<file path="src/rtl/imm_encoder.sv">
// RV32 immediate encoder: folds a byte-offset immediate into an instruction template
// (inverse of Imm_Gen), with a 2-entry in-order output FIFO and saturating error counter.
module imm_encoder #(
    parameter int WIDTH       = 32,
    parameter int INSTR_WIDTH = 32
) (
    input  logic                   clk,
    input  logic                   rst,
    input  logic                   In_Valid,
    output logic                   In_Ready,
    input  logic [2:0]             ImmediateSrc,
    input  logic [WIDTH-1:0]       Immediate,
    input  logic [INSTR_WIDTH-1:0] Base_Instr,
    output logic                   Out_Valid,
    input  logic                   Out_Ready,
    output logic [INSTR_WIDTH-1:0] Instr_RV32IM,
    output logic                   Imm_Err,
    output logic [7:0]             Err_Count
);

    // Format codes shared with CPU_Control_Codes; 6 and 7 are undefined.
    typedef enum logic [2:0] {
        IMM_I    = 3'd0,
        IMM_S    = 3'd1,
        IMM_B    = 3'd2,
        IMM_U    = 3'd3,
        IMM_J    = 3'd4,
        IMM_NONE = 3'd5
    } imm_src_e;

    imm_src_e               src;
    logic [INSTR_WIDTH-1:0] enc_instr;
    logic                   enc_err;

    logic [INSTR_WIDTH-1:0] mem_instr [2];
    logic                   mem_err   [2];
    logic                   wr_ptr;
    logic                   rd_ptr;
    logic [1:0]             count;
    logic                   push;
    logic                   pop;

    // True when bits [WIDTH-1:lsb] are not a pure sign extension.
    function automatic logic not_sext(input logic [WIDTH-1:0] v, input int unsigned lsb);
        logic [WIDTH-1:0] s;
        s = WIDTH'($signed(v) >>> lsb);
        return !((s == '0) || (s == '1));
    endfunction

    assign src = imm_src_e'(ImmediateSrc);

    always_comb begin
        enc_instr = Base_Instr;
        enc_err   = 1'b0;
        case (src)
            IMM_I: begin
                enc_instr[31:20] = Immediate[11:0];
                enc_err          = not_sext(Immediate, 11);
            end
            IMM_S: begin
                enc_instr[31:25] = Immediate[11:5];
                enc_instr[11:7]  = Immediate[4:0];
                enc_err          = not_sext(Immediate, 11);
            end
            IMM_B: begin
                enc_instr[31]    = Immediate[12];
                enc_instr[30:25] = Immediate[10:5];
                enc_instr[11:8]  = Immediate[4:1];
                enc_instr[7]     = Immediate[11];
                enc_err          = not_sext(Immediate, 12) | Immediate[0];
            end
            IMM_U: begin
                enc_instr[31:12] = Immediate[31:12];
                enc_err          = |Immediate[11:0];
            end
            IMM_J: begin
                enc_instr[31]    = Immediate[20];
                enc_instr[30:21] = Immediate[10:1];
                enc_instr[20]    = Immediate[11];
                enc_instr[19:12] = Immediate[19:12];
                enc_err          = not_sext(Immediate, 20) | Immediate[0];
            end
            IMM_NONE: ;
            default: enc_err = 1'b1;
        endcase
    end

    assign In_Ready  = (count != 2'd2);
    assign Out_Valid = (count != 2'd0);
    assign push      = In_Valid && In_Ready;
    assign pop       = Out_Valid && Out_Ready;

    always_ff @(posedge clk) begin
        if (rst) begin
            wr_ptr    <= 1'b0;
            rd_ptr    <= 1'b0;
            count     <= 2'd0;
            Err_Count <= '0;
            for (int unsigned i = 0; i < 2; i++) begin
                mem_instr[i] <= '0;
                mem_err[i]   <= 1'b0;
            end
        end else begin
            if (push) begin
                mem_instr[wr_ptr] <= enc_instr;
                mem_err[wr_ptr]   <= enc_err;
                wr_ptr            <= ~wr_ptr;
                if (enc_err && (Err_Count != 8'hFF))
                    Err_Count <= Err_Count + 8'd1;
            end
            if (pop)
                rd_ptr <= ~rd_ptr;
            case ({push, pop})
                2'b10:   count <= count + 2'd1;
                2'b01:   count <= count - 2'd1;
                default: count <= count;
            endcase
        end
    end

    assign Instr_RV32IM = Out_Valid ? mem_instr[rd_ptr] : '0;
    assign Imm_Err      = Out_Valid ? mem_err[rd_ptr]   : 1'b0;

endmodule

</file>
<file path="config.mk">
export PLATFORM = sky130hd
export DESIGN_NAME = imm_encoder
export DESIGN_NICKNAME = d
export VERILOG_FILES = /design/src/rtl/imm_encoder.sv
export SDC_FILE = /design/constraint.sdc
export NUM_CORES = 1
export LEC_CHECK = 0
export ABC_AREA = 1
export ABC_CLOCK_PERIOD_IN_PS = 2650
export BUFFER_PORTS_ARGS = -buffer_cell sky130_fd_sc_hd__buf_2
export CORE_ASPECT_RATIO = 1.5
export CORE_MARGIN = 3
export CORE_UTILIZATION = 50
export DETAILED_ROUTE_END_ITERATION = 8
export PLACE_DENSITY = 0.76
export SLEW_MARGIN = 5
export SYNTH_ARGS = -nofsm -noshare
export SYNTH_HDL_FRONTEND = slang
export SYNTH_SLANG_ARGS = --single-unit
export TNS_END_PERCENT = 1
</file>
<file path="constraint.sdc">
create_clock -name clk -period 2.65 [get_ports clk]
set_clock_uncertainty 0.1 [all_clocks]
set_input_delay 0.265 -clock clk [delete_from_list [all_inputs] [get_ports clk]]
set_output_delay 0.265 -clock clk [all_outputs]
set_load 0.02 [all_outputs]
</file>
## After elaboration in Yosys (flattened, before gate mapping)

Memories as Yosys holds them, arrays and structs flattened. A register that Yosys moved wholly into a read port is not among the register bits.
Index checks and enable logic that the tools add are counted.

- $add $sub $neg: 3
- Equality and inequality tests: 12
- Mux-type cells: 23
- Bitwise logic cells: 4
- Reduce and logical (&&, ||, !) cells: 21

Operators with widths:

| cell | count |
|---|---|
| == test 32 bit (second input constant) | 3 |
| logical NOT 32 bit | 3 |
| 2-to-1 mux 32 bit | 2 |
| OR reduction 32 bit | 1 |
| one-hot mux 7 bit (4 select lines) | 1 |
| 2-to-1 mux 1 bit | 15 |
| one-hot mux 5 bit (3 select lines) | 1 |
| OR reduction 12 bit | 1 |
| one-hot mux 5 bit (2 select lines) | 1 |
| adder 8 x 1 -> 8 bit (second input constant) | 1 |
| 2-to-1 mux 8 bit | 1 |
| != test 8 bit (second input constant) | 1 |
| == test 3 x 2 -> 1 bit (second input constant) | 2 |
| == test 3 bit (second input constant) | 2 |
| one-hot mux 1 bit (5 select lines) | 1 |
| one-hot mux 2 bit (2 select lines) | 1 |
| nonzero test 2 bit | 2 |
| OR reduction 2 bit | 2 |
| == test 3 x 1 -> 1 bit (second input constant) | 1 |
| logical AND 1 bit | 3 |
| logical NOT 1 bit | 3 |
| logical NOT 3 bit | 1 |
| logical OR 1 bit | 3 |
| adder 2 x 1 -> 2 bit (second input constant) | 1 |
| other kinds (8) | 10 |

- Register bits: 12
- Bits in writable memories: 66
- Bits of input ports: 71
- Word-level logic and storage cells: 69
- Memories kept: 2

Memory list:

| name | depth | width | read ports | clocked after memory_dff | write ports | RTL line | text |
|---|---|---|---|---|---|---|---|
| mem_instr | 2 | 32 | 1 | 1 | 2 | 35 | `logic [INSTR_WIDTH-1:0] mem_instr [2];` |
| mem_err | 2 | 1 | 1 | 1 | 2 | 36 | `logic mem_err [2];` |

## Depth between registers and ports, before layout

Gate-level depths: netlist of the first run.

- Depth after elaboration: 7
- Mapped depth: 13
- Gate-level depth less buffers: 13

## Worst setup path after synthesis of the first run

Ideal clock, no wire load.

- Path type: register -> register
- From: register count[0]
- To: memory mem_err[1] (enable)
- Arrival time: 1.980 ns
- Required time: 2.159 ns
- Setup slack: 0.180 ns
- Cell stages (with the launch flop): 8
- Path buffers: 1
- Clock period less this slack: 2.470 ns
- Path through: dfxtp_1 inv_2 nand2_1 nand2_1 nor2_1 clkinv_1 clkbuf_1 nand2_1

RTL lines:

| what | RTL line | text |
|---|---|---|
| start: declaration | 39 | `logic [1:0] count;` |
| start signal: assignment | 114 | `2'b10: count <= count + 2'd1;` |
| start signal: assignment | 115 | `2'b01: count <= count - 2'd1;` |
| start signal: assignment | 116 | `default: count <= count;` |
| end: declaration | 36 |  |

==> qor.csv, run 1 <==
stage,metric,value,unit
placed_design,Area after DPL,0.004966,mm2
routing,Total Wirelength,10.72,mm
logic_synthesis,syn_area_per_cell,8.544,um2
logic_synthesis,#FFs+latches synth,79,
setup_path,Required @ worst endpoint,2.29,ns
logic_synthesis,area share of the largest cell type after synthesis,46.67,%
logic_synthesis,Simple-Gate Fraction of Synth Area,26.46,%
clock_network,clk_lat worst skew,0.33,ns
floorplanning,die area,0.009658,mm2
floorplanning,num ports,114,
logic_synthesis,YS warnings,0,
power,Peak VDD IR,0.0004938,V
setup_path,worst-path cell chain,"inv_1, buf_12, nand2_1, a21oi_1, buf_2",
logic_synthesis,Yosys top cell by area,edfxtp_1,
routing,Remaining DRCs,0,
timing,Achievable Freq,496.0,MHz
logic_synthesis,mux cell area share after synthesis,2.593,%
setup_path,CP peak stage delay,0.31,ns
logic_synthesis,cell area after synthesis,0.004247,mm2
cells_and_area,nets@finish,683,
clock_network,PostCTS Resize Cnt,0,
cells_and_area,antenna cell count,0,
timing,Tcrit/Tclk final,76.08,%
logic_synthesis,post-synthesis cell count,497,
power,PD cells,731.8,mW/mm2
timing,Final min period,2.016,ns
global_route,largest net degree at the start of global routing,35,
floorplanning,Die Y,118.9,um
clock_network,clk root buf,clkbuf_16,
routing,wire length per cell,14.89,um
logic_synthesis,sequential-to-total area share from yosys stat,52.80,%
logic_synthesis,Synth Area in Compound Gates,11.23,%
timing,Finish-stage setup viols,0,
routing,Initial DRT Pass Iterations,5,
hold_path,Hold Crit Class,primary input to flop,
cells_and_area,fin area,0.005279,mm2
power,Static Leak,0.002335,uW
clock_network,number of buffers created by CTS,9,
routing,DR vias,3819,
timing,count of pins over their slew limit,0,
setup_path,Reg2Reg Setup Slack,0.78,ns
clock_network,CTS H-tree lvls,3,
floorplanning,Initial Util,52.06,%
setup_path,"Arr. time, crit path",1.65,ns
routing,vias per inst,5.304,
logic_synthesis,synth unique cells,34,
global_route,gr usage total,22.78,%
placed_design,HPWL after DPL,7.748,mm
global_route,first-pass GRT wire length,16.60,mm
logic_synthesis,largest family of logic cells by synthesized area,simple AND/OR/NAND/NOR gates,
timing,Worst Tran Pin Value,0.4448,ns
global_route,number of global-route vias before repair,3619,
setup_path,CP max FO,23,
timing,RSZ-0062 raised after global routing,no,
timing,hold slack final,0.1499,ns
run,max_cap viols,0,
routing,Routed Antenna Nets,0,
status,status,finished clean,
cells_and_area,area grow syn2layout,24.31,%
logic_synthesis,syn nets,570,
global_route,grt total ovfl,0,
logic_synthesis,post-synthesis xor/xnor area fraction,1.237,%
timing,Rel. slew slack,70.35,%
global_route,antenna violations before repair,0,
setup_path,"Buf+Inv Stages, Crit Path",3,
clock_network,TritonCTS clock tree,done,
placed_design,Placer Congestion,0.9362,
routing,drt initial violations,216,
setup_path,critical path type,flop to output pin,
floorplanning,core area,0.008158,mm2
setup_path,Critical Path Slowest Stage Cell,dfxtp_1,
clock_network,post-CTS setup buffers,0,
clock_network,clock sink count,79,
clock_network,CTS hold repair buffers,0,
timing,"Hold Violations, Final",0,
setup_path,Crit. End Element,output pin,
cells_and_area,share of layout cells above drive strength 1,27.80,%
placed_design,IO Port Bufs,113,
clock_network,Max Root-Sink Buffers,2,
floorplanning,FP Rows,40,
logic_synthesis,top post-synthesis cells by area,"edfxtp_1 47%, nand2_1 11%, nor2_1 9.1%",
floorplanning,Die X,81.25,um
setup_path,Startpoint Class,flop,
logic_synthesis,Adder-Cell Fraction of Synth Area,0.5893,%
clock_network,clock slew seen by the registers of the worst setup and hold paths,0.06,ns
timing,setup TNS,0,ns
setup_path,Top delay family on crit path,buffers and inverters,
## synthesized netlist by cell type
master / number
nand2_1: 124
nor2_1: 103
edfxtp_1: 66
a21oi_1: 41
inv_1: 32
nand3_1: 17
clkbuf_1: 13
dfxtp_1: 13
nand2_2: 12
mux2i_1: 11
a21oi_2: 8
o21ai_0: 8
inv_2: 6
a221oi_1: 5
xnor2_1: 4
buf_1: 3
nand2_4: 3
o211ai_1: 3
o22ai_1: 3
buf_2: 2
ha_1: 2
nand4_1: 2
nor3_1: 2
o211ai_2: 2
o21ai_1: 2
xor2_1: 2
a21boi_2: 1
a31oi_4: 1
and3_1: 1
clkinv_1: 1
nand2_8: 1
nand3_4: 1
nor2_4: 1
o21ai_2: 1
## cells by family (layout without fill, tap and decap cells)
family          after synthesis  in the layout
flops                        79             79
simple gates                267            267
compound gates               75             75
fa+ha+maj                     2              2
mux                          11             11
xor+xnor                      6              6
buf+inv                      57            175
## placed cells by master, fill, tap and decap left out, types with 3 or more instances in the layout
cell type and instances:
clkbuf_16 9, nor2_1 102, buf_12 3, nand2_1 124
a21oi_1 41, o21ai_0 8, xnor2_1 4, clkinv_1 3
nand3_1 17, buf_4 4, a21oi_2 8, a221oi_1 5
nand2_2 12, buf_2 113, mux2i_1 11, o211ai_1 3
nand2_4 3, edfxtp_1 66, inv_2 6, o22ai_1 3
dfxtp_1 13, inv_1 32
## per-layer routing
metal / part of all wire (%) / global-route usage (%) / vias up
met1: 37 / 25.18 / 1784
li1: - / - / 1875
met3: 5.5 / 5.144 / 34
met4: 3.9 / 12.68 / 0
met2: 53 / 39.25 / 126
met5: 0 / 0 / -
## area by class of cell
cell class              instances  area, um2
clock buffers                  10      229.0
fillers                       714       2879
repair buffers                120      655.6
multi-input cells             361       1790
inverters                      39      146.4
well taps                     105      131.4
clock inverters                 6      83.83
flip-flops and latches         79       2242
## per-stage QoR
step	setup WS [ns]	util (%)	power, uW	instances
3_3_place_gp	0.7985	60.87	2575	704
5_1_grt	0.5251	64.71	4034	720
2_1_floorplan	0.1800	-	2214	497
4_1_cts	0.5961	64.71	3891	720
6_report	0.6338	64.71	3863	720
3_5_place_dp	0.7865	60.87	2598	704
## report_power, final
part           switching [uW]  leakage (uW)  total [uW]  internal [uW]
clock network             473      0.000148        1290            822
logic                     719       0.00139        1040            319
registers                44.8      0.000797        1530           1490
## flip-flops by register name (all words and copies together), names as in the netlist, named ones only
name / count
mem_err: 2
wr_ptr: 1
Err_Count: 8
mem_instr: 64
rd_ptr: 1
count: 2
## worst register-to-register path: cells and delay by family, from the launching register on
kind,cells,cell delay [ns]
flops,1,0.39
buf+inv,3,0.40
simple gates,4,0.66
## worst paths after layout
check | from | depth (start not counted) | to
worst min register to register | rd_ptr | 1 | rd_ptr
worst max register to register | count[0] | 7 | mem_instr[1][23]
worst max-delay path | flop | 5 | Instr_RV32IM[30]
worst min-delay path | Base_Instr[0] | 3 | mem_instr[1][0]
No activity file was read; power rests on OpenSTA's default activity.
==> inputs of run 2 (changes only) <==
Settings changed: ABC_AREA 1 to 0, ABC_CLOCK_PERIOD_IN_PS 2650 to 2000.
Clock period 2.65 ns to 2 ns, I/O delays scaled along.
==> qor.csv, run 2 <==
stage,metric,value,unit,change
cells_and_area,antenna cell count,0,,unchanged
status,failing checks,setup timing,,
logic_synthesis,mux cell area share after synthesis,13.11,%,+11 points
routing,drt initial violations,226,,+4.6%
clock_network,clock sink count,79,,unchanged
global_route,number of global-route vias before repair,3725,,+2.9%
logic_synthesis,Post-synth top cells,"113 x nor2_1, 66 x edfxtp_1, 47 x mux2i_1, 24 x and2_1, 21 x clkbuf_1",,
floorplanning,Die Y,119.3,um,+0.32%
timing,RSZ-0062 raised after global routing,yes,,
logic_synthesis,cell area after synthesis,0.004275,mm2,+0.68%
setup_path,reg2reg start,Err_Count[4],,
cells_and_area,share of layout cells above drive strength 1,33.45,%,+5.6 points
floorplanning,FP Rows,40,,unchanged
clock_network,CTS H-tree lvls,3,,unchanged
timing,Rel. slew slack,42.35,%,-28 points
global_route,grt total ovfl,0,,unchanged
global_route,largest net degree at the start of global routing,34,,-2.9%
logic_synthesis,"EDFF count, synth",66,,unchanged
logic_synthesis,post-synthesis cell count,420,,-15%
setup_path,CP max FO,5,,-78%
cells_and_area,Util after Layout,68.30,%,+3.6 points
logic_synthesis,Adder-Cell Fraction of Synth Area,0.5853,%,-0.0040 points
logic_synthesis,Yosys top cell by area,edfxtp_1,,
logic_synthesis,#FFs+latches synth,79,,unchanged
logic_synthesis,Simple-Gate Fraction of Synth Area,22.21,%,-4.2 points
placed_design,HPWL after DPL,8.040,mm,+3.8%
logic_synthesis,sequential-to-total area share from yosys stat,52.44,%,-0.36 points
floorplanning,Initial Util,52.41,%,+0.35 points
power,Static Leak,0.002372,uW,+1.6%
logic_synthesis,syn nets,493,,-14%
routing,DR vias,3712,,-2.8%
logic_synthesis,synth unique cells,45,,+32%
timing,hold slack final,0.04700,ns,-0.1029 ns
floorplanning,num ports,114,,unchanged
timing,Worst Tran Pin Value,0.8582,ns,+0.4134 ns
cells_and_area,area grow syn2layout,30.32,%,
clock_network,clk_lat worst skew,0.34,ns,about the same
logic_synthesis,Synth Area in Compound Gates,7.989,%,-3.2 points
logic_synthesis,fraction of registers with async set/reset,0,%,unchanged
logic_synthesis,post-synthesis xor/xnor area fraction,1.024,%,-0.21 points
power,PD cells,1082,mW/mm2,+48%
timing,"Hold Violations, Final",0,,unchanged
logic_synthesis,YS warnings,0,,unchanged
floorplanning,Die X,81.50,um,+0.31%
logic_synthesis,area share of the largest cell type after synthesis,46.36,%,-0.31 points
clock_network,CTS hold repair buffers,0,,unchanged
clock_network,post-CTS setup buffers,0,,unchanged
setup_path,Startpoint Class,flop,,
routing,Initial DRT Pass Iterations,4,,-1
placed_design,IO Port Bufs,113,,unchanged
logic_synthesis,top-count cell post-synth,nor2_1,,
logic_synthesis,largest family of logic cells by synthesized area,simple AND/OR/NAND/NOR gates,,
floorplanning,core area,0.008158,mm2,unchanged
global_route,gr usage total,24.06,%,+1.3 points
hold_path,hold path start,Base_Instr[0],,
clock_network,clk root buf,clkbuf_16,,
setup_path,CP startpoint,Err_Count[4],,
status,status,"complete, but fails checks",,
timing,Tcrit/Tclk final,100.8,%,
routing,vias per inst,5.516,,+4.0%
clock_network,clock slew seen by the registers of the worst setup and hold paths,0.06,ns,about the same
routing,Remaining DRCs,0,,unchanged
timing,worst setup margin,-0.01640,ns,-0.6502 ns
placed_design,Area after DPL,0.005221,mm2,+5.1%
clock_network,Max Root-Sink Buffers,2,,unchanged
routing,Total Wirelength,10.94,mm,+2.1%
placed_design,Place WS,-0.1655,ns,-0.9520 ns
placed_design,Placer Congestion,0.9230,,-1.4%
global_route,antenna violations before repair,0,,unchanged
cells_and_area,"commonest non-fill, non-tap cell in the layout",buf_2,,
routing,Routed Antenna Nets,0,,unchanged
setup_path,"Arr. time, crit path",2.15,ns,+0.50 ns
timing,Finish-stage setup viols,1,,+1
cells_and_area,"leading cell types in the layout, fill and taps excluded","113 x buf_2, 112 x nor2_1, 66 x edfxtp_1, 47 x mux2i_1, 41 x buf_4",,
clock_network,number of buffers created by CTS,9,,unchanged
run,max_cap viols,0,,unchanged
logic_synthesis,syn_area_per_cell,10.18,um2,+19%
cells_and_area,max FFs per register,64,,unchanged
cells_and_area,fin area,0.005572,mm2,+5.5%
floorplanning,die area,0.009719,mm2,+0.63%
clock_network,TritonCTS clock tree,done,,
logic_synthesis,top post-synthesis cells by area,"edfxtp_1 46%, mux2i_1 11%, nor2_1 9.9%",,
power,Peak VDD IR,0.0006935,V,+40%
cells_and_area,nets@finish,636,,-6.9%
setup_path,Required @ worst endpoint,2.13,ns,-0.16 ns
timing,Final min period,2.016,ns,
logic_synthesis,"Primary FF master, synth",edfxtp_1,,
setup_path,Crit. End Element,flop,,
setup_path,critical path type,flop to flop,,
hold_path,Hold Crit Class,primary input to flop,,
cells_and_area,biggest regs,"mem_instr (64), Err_Count (8)",,
timing,count of pins over their slew limit,0,,unchanged
timing,Achievable Freq,495.9,MHz,
routing,wire length per cell,16.26,um,+9.2%
global_route,first-pass GRT wire length,17.82,mm,+7.3%
cells_and_area,largest register by flop count,mem_instr,,
run 2: changes by cell type after synthesis, moves of 7 or more:
cell / delta
nand3_1: -10
clkbuf_1: +8
a21oi_2: -8
nor4_1: +7
and2_1: +24
a21oi_1: -22
mux2_2: +7
nand2_1: -115
mux2i_1: +36
o21ai_0: +8
inv_1: -27
nor2_1: +10
nand2_2: -12
run 2: cell families after synthesis:
group,count (synthesis)
compound gates,53
buf+inv,28
fa+ha+maj,2
xor+xnor,5
flops,79
mux,55
simple gates,198
run 2: timing repair:
item | CTS | global route
endpoints found under the hold margin | 0 | 0
pin swaps | 1 | 0
setup endpoints to repair | 1 | 11
gates resized for setup | 5 | 1
run 2: worst paths after layout:
kind / cells past startpoint / slack, ns / endpoint
min: 2 / 0.05 / mem_instr[1][0]
min reg2reg: 2 / 0.43 / Err_Count[6]
max: 7 / -0.02 / Err_Count[7]
max reg2reg: 7 / -0.02 / Err_Count[7]
run 2: metal layers:
metal	GRT usage [%]	vias up	share of wire (%)
li1	-	1805	-
met1	27.21	1781	38
met2	43.57	110	55
met3	4.766	16	5.1
met4	8.245	0	1.8
met5	0	-	0
run 2: critical path, cell delays in order, from the launching register on:
cell and delay [ns]:
dfxtp_1 0.33, and3_1 0.18, and4_2 0.27, a21oi_2 0.15, buf_4 0.15, nand3_2 0.15, a211oi_2 0.22, mux2_2 0.35
run 2: through the flow:
stage	std cells	setup TNS [ns]	power, uW
2_1_floorplan	420	-10.13	3543
3_3_place_gp	657	-1.039	4262
3_5_place_dp	657	-1.375	4323
4_1_cts	673	0	6077
5_1_grt	673	-0.2220	6348
6_report	673	-0.01640	6028
run 2: cell type report:
type,instances,area [um2]
fill,623,2586
sequential,79,2243
multi-input combinational,313,1962
timing repair buffer,155,893.4
clock buffer,9,225.2
tap,105,131.4
clock inverter,7,97.59
inverter,5,18.77
run 2: power by group:
group	total, uW	leakage [uW]	internal [uW]	switching [uW]
combinational	2070	0.00141	790	1280
clock	1740	0.000153	1090	651
sequential	2210	0.000806	2090	123
total	6030	0.00237	3970	2060
==> inputs of run 3 (changes only) <==
Settings changed: PLACE_DENSITY 0.76 to 0.75, SKIP_CTS_REPAIR_TIMING set to 1.
==> qor.csv, run 3 (synthesis gave the netlist of run 2 again) <==
stage,metric,value,unit,change
clock_network,clock slew seen by the registers of the worst setup and hold paths,0.06,ns,about the same
timing,Worst Tran Pin Value,0.7987,ns,-0.05949 ns
cells_and_area,"leading cell types in the layout, fill and taps excluded","113 x buf_2, 112 x nor2_1, 66 x edfxtp_1, 47 x mux2i_1, 40 x buf_4",,
placed_design,Place WS,-0.1685,ns,-0.003014 ns
cells_and_area,Util after Layout,68.44,%,+0.14 points
power,sw frac,34.39,%,+0.26 points
run,max_cap viols,0,,unchanged
floorplanning,Die Y,119.3,um,unchanged
cells_and_area,biggest regs,"mem_instr (64), Err_Count (8)",,
routing,Routed Antenna Nets,0,,unchanged
floorplanning,die area,0.009719,mm2,unchanged
clock_network,TritonCTS clock tree,done,,
routing,DR vias,3735,,+0.62%
cells_and_area,fin area,0.005583,mm2,+0.20%
timing,Rel. slew slack,46.34,%,+4.0 points
timing,worst setup margin,0.1101,ns,+0.1265 ns
cells_and_area,share of layout cells above drive strength 1,32.98,%,-0.47 points
floorplanning,core area,0.008158,mm2,unchanged
clock_network,clock sink count,79,,unchanged
cells_and_area,# fillers,629,,+0.96%
placed_design,IO Port Bufs,113,,unchanged
global_route,largest net degree at the start of global routing,34,,unchanged
timing,Finish-stage setup viols,0,,-1
hold_path,Hold Crit Class,primary input to flop,,
cells_and_area,antenna cell count,0,,unchanged
timing,Final min period,1.890,ns,-0.1265 ns
clock_network,clk_lat worst skew,0.34,ns,about the same
clock_network,clk root buf,clkbuf_16,,
routing,Total Wirelength,10.97,mm,+0.21%
clock_network,Max Root-Sink Buffers,2,,unchanged
setup_path,critical path type,flop to flop,,
power,Flop pwr share,37.6,%,+0.9 points
power,total net switching power,2019,uW,-1.9%
global_route,first-pass GRT wire length,17.40,mm,-2.3%
clock_network,CTS H-tree lvls,3,,unchanged
power,Static Leak,0.002374,uW,about the same
floorplanning,num ports,114,,unchanged
timing,"Hold Violations, Final",0,,unchanged
setup_path,Crit. End Element,flop,,
setup_path,Required @ worst endpoint,2.13,ns,about the same
timing,count of pins over their slew limit,0,,unchanged
global_route,number of global-route vias before repair,3604,,-3.2%
placed_design,Placer Congestion,0.9365,,+1.5%
global_route,gr usage total,23.67,%,-0.39 points
power,combinational share of power,35.7,%,+1.3 points
routing,vias per inst,5.533,,+0.32%
timing,RSZ-0062 raised after global routing,no,,
cells_and_area,area grow syn2layout,30.58,%,
setup_path,Startpoint Class,flop,,
global_route,antenna violations before repair,0,,unchanged
power,Pint,3851,uW,-3.0%
clock_network,number of buffers created by CTS,9,,unchanged
routing,drt initial violations,253,,+12%
power,PD cells,1051,mW/mm2,-2.8%
power,Peak VDD IR,0.0006603,V,-4.8%
power,Clock power frac,26.6,%,-2.3 points
cells_and_area,largest register by flop count,mem_instr,,
floorplanning,Initial Util,52.41,%,unchanged
timing,Tcrit/Tclk final,94.50,%,-6.3 points
placed_design,HPWL after DPL,8.278,mm,+3.0%
global_route,grt total ovfl,0,,unchanged
timing,Achievable Freq,529.1,MHz,+6.7%
cells_and_area,"commonest non-fill, non-tap cell in the layout",buf_2,,
cells_and_area,max FFs per register,64,,unchanged
status,status,finished clean,,
setup_path,"Arr. time, crit path",2.02,ns,-0.13 ns
setup_path,CP max FO,5,,unchanged
floorplanning,Die X,81.50,um,unchanged
cells_and_area,nets@finish,638,,+0.31%
routing,Initial DRT Pass Iterations,4,,unchanged
routing,wire length per cell,16.25,um,about the same
placed_design,Area after DPL,0.005261,mm2,+0.77%
routing,Remaining DRCs,0,,unchanged
floorplanning,FP Rows,40,,unchanged
==> run 3: cell types whose count changed in the layout (fill, tap and decap cells not counted) <==
cell	change
buf_12	+2
buf_4	-1
nand3_4	+1
buf_6	+1
clkbuf_1	+2
clkinv_4	-3
and4_2	-1
nand3_2	-1
clkinv_1	+2
and4_4	+1
bufinv_16	-1
==> run 3: worst paths after layout <==
check                                   start         endpoint  slack [ns]  depth (start not counted)
worst min register to register         rd_ptr           rd_ptr        0.41                          2
worst max register to register   Err_Count[2]     Err_Count[7]        0.11                          7
worst min-delay path            Base_Instr[3]  mem_instr[1][3]        0.05                          2
worst max-delay path             Err_Count[2]     Err_Count[7]        0.11                          7
==> run 3: area by class of cell <==
class                           instances  area (um2)  share of cell area [%]
Multi-Input combinational cell        313        1971                   35.30
Clock buffer                           11       232.7                   4.169
Clock inverter                          5       48.80                  0.8740
Inverter                                5       18.77                  0.3362
Timing Repair Buffer                  157       937.1                   16.79
Sequential cell                        79        2243                   40.18
Tap cell                              105       131.4                   2.353
==> run 3: metrics by stage <==
stage	total power [uW]	setup TNS, ns	instances	hold slack (ns)
2_1_floorplan	3543	-10.13	420	0.2982
3_3_place_gp	4269	-0.9184	659	0.3931
3_5_place_dp	4333	-1.357	659	0.3921
4_1_cts	5881	-0.006391	675	0.04492
5_1_grt	6170	0	675	0.05319
6_report	5869	0	675	0.05197
==> run 3: per-layer routing <==
metal | track usage, % | wire, um | share of wire, %
met5 | 0 | 0 | 0
met2 | 40.20 | 5860 | 53
met3 | 6.430 | 721 | 6.6
met1 | 27.02 | 4050 | 37
met4 | 10.68 | 335 | 3.1
==> run 3: worst max-delay path, stage by stage (launching register included) <==
cell	delay, ns
dfxtp_1	0.31
and3_1	0.19
and4_4	0.20
a21oi_2	0.15
buf_6	0.14
nand3_4	0.10
a211oi_2	0.25
mux2_2	0.35
==> run 3: power groups by stage <==
stage          registers (uW)  clock network [uW]  logic [uW]
3_3_place_gp             2230                   0        2040
4_1_cts                  2210                1570        2090
6_report                 2210                1560        2100
3_5_place_dp             2250                   0        2090
5_1_grt                  2230                1660        2280
2_1_floorplan            2200                   0        1340
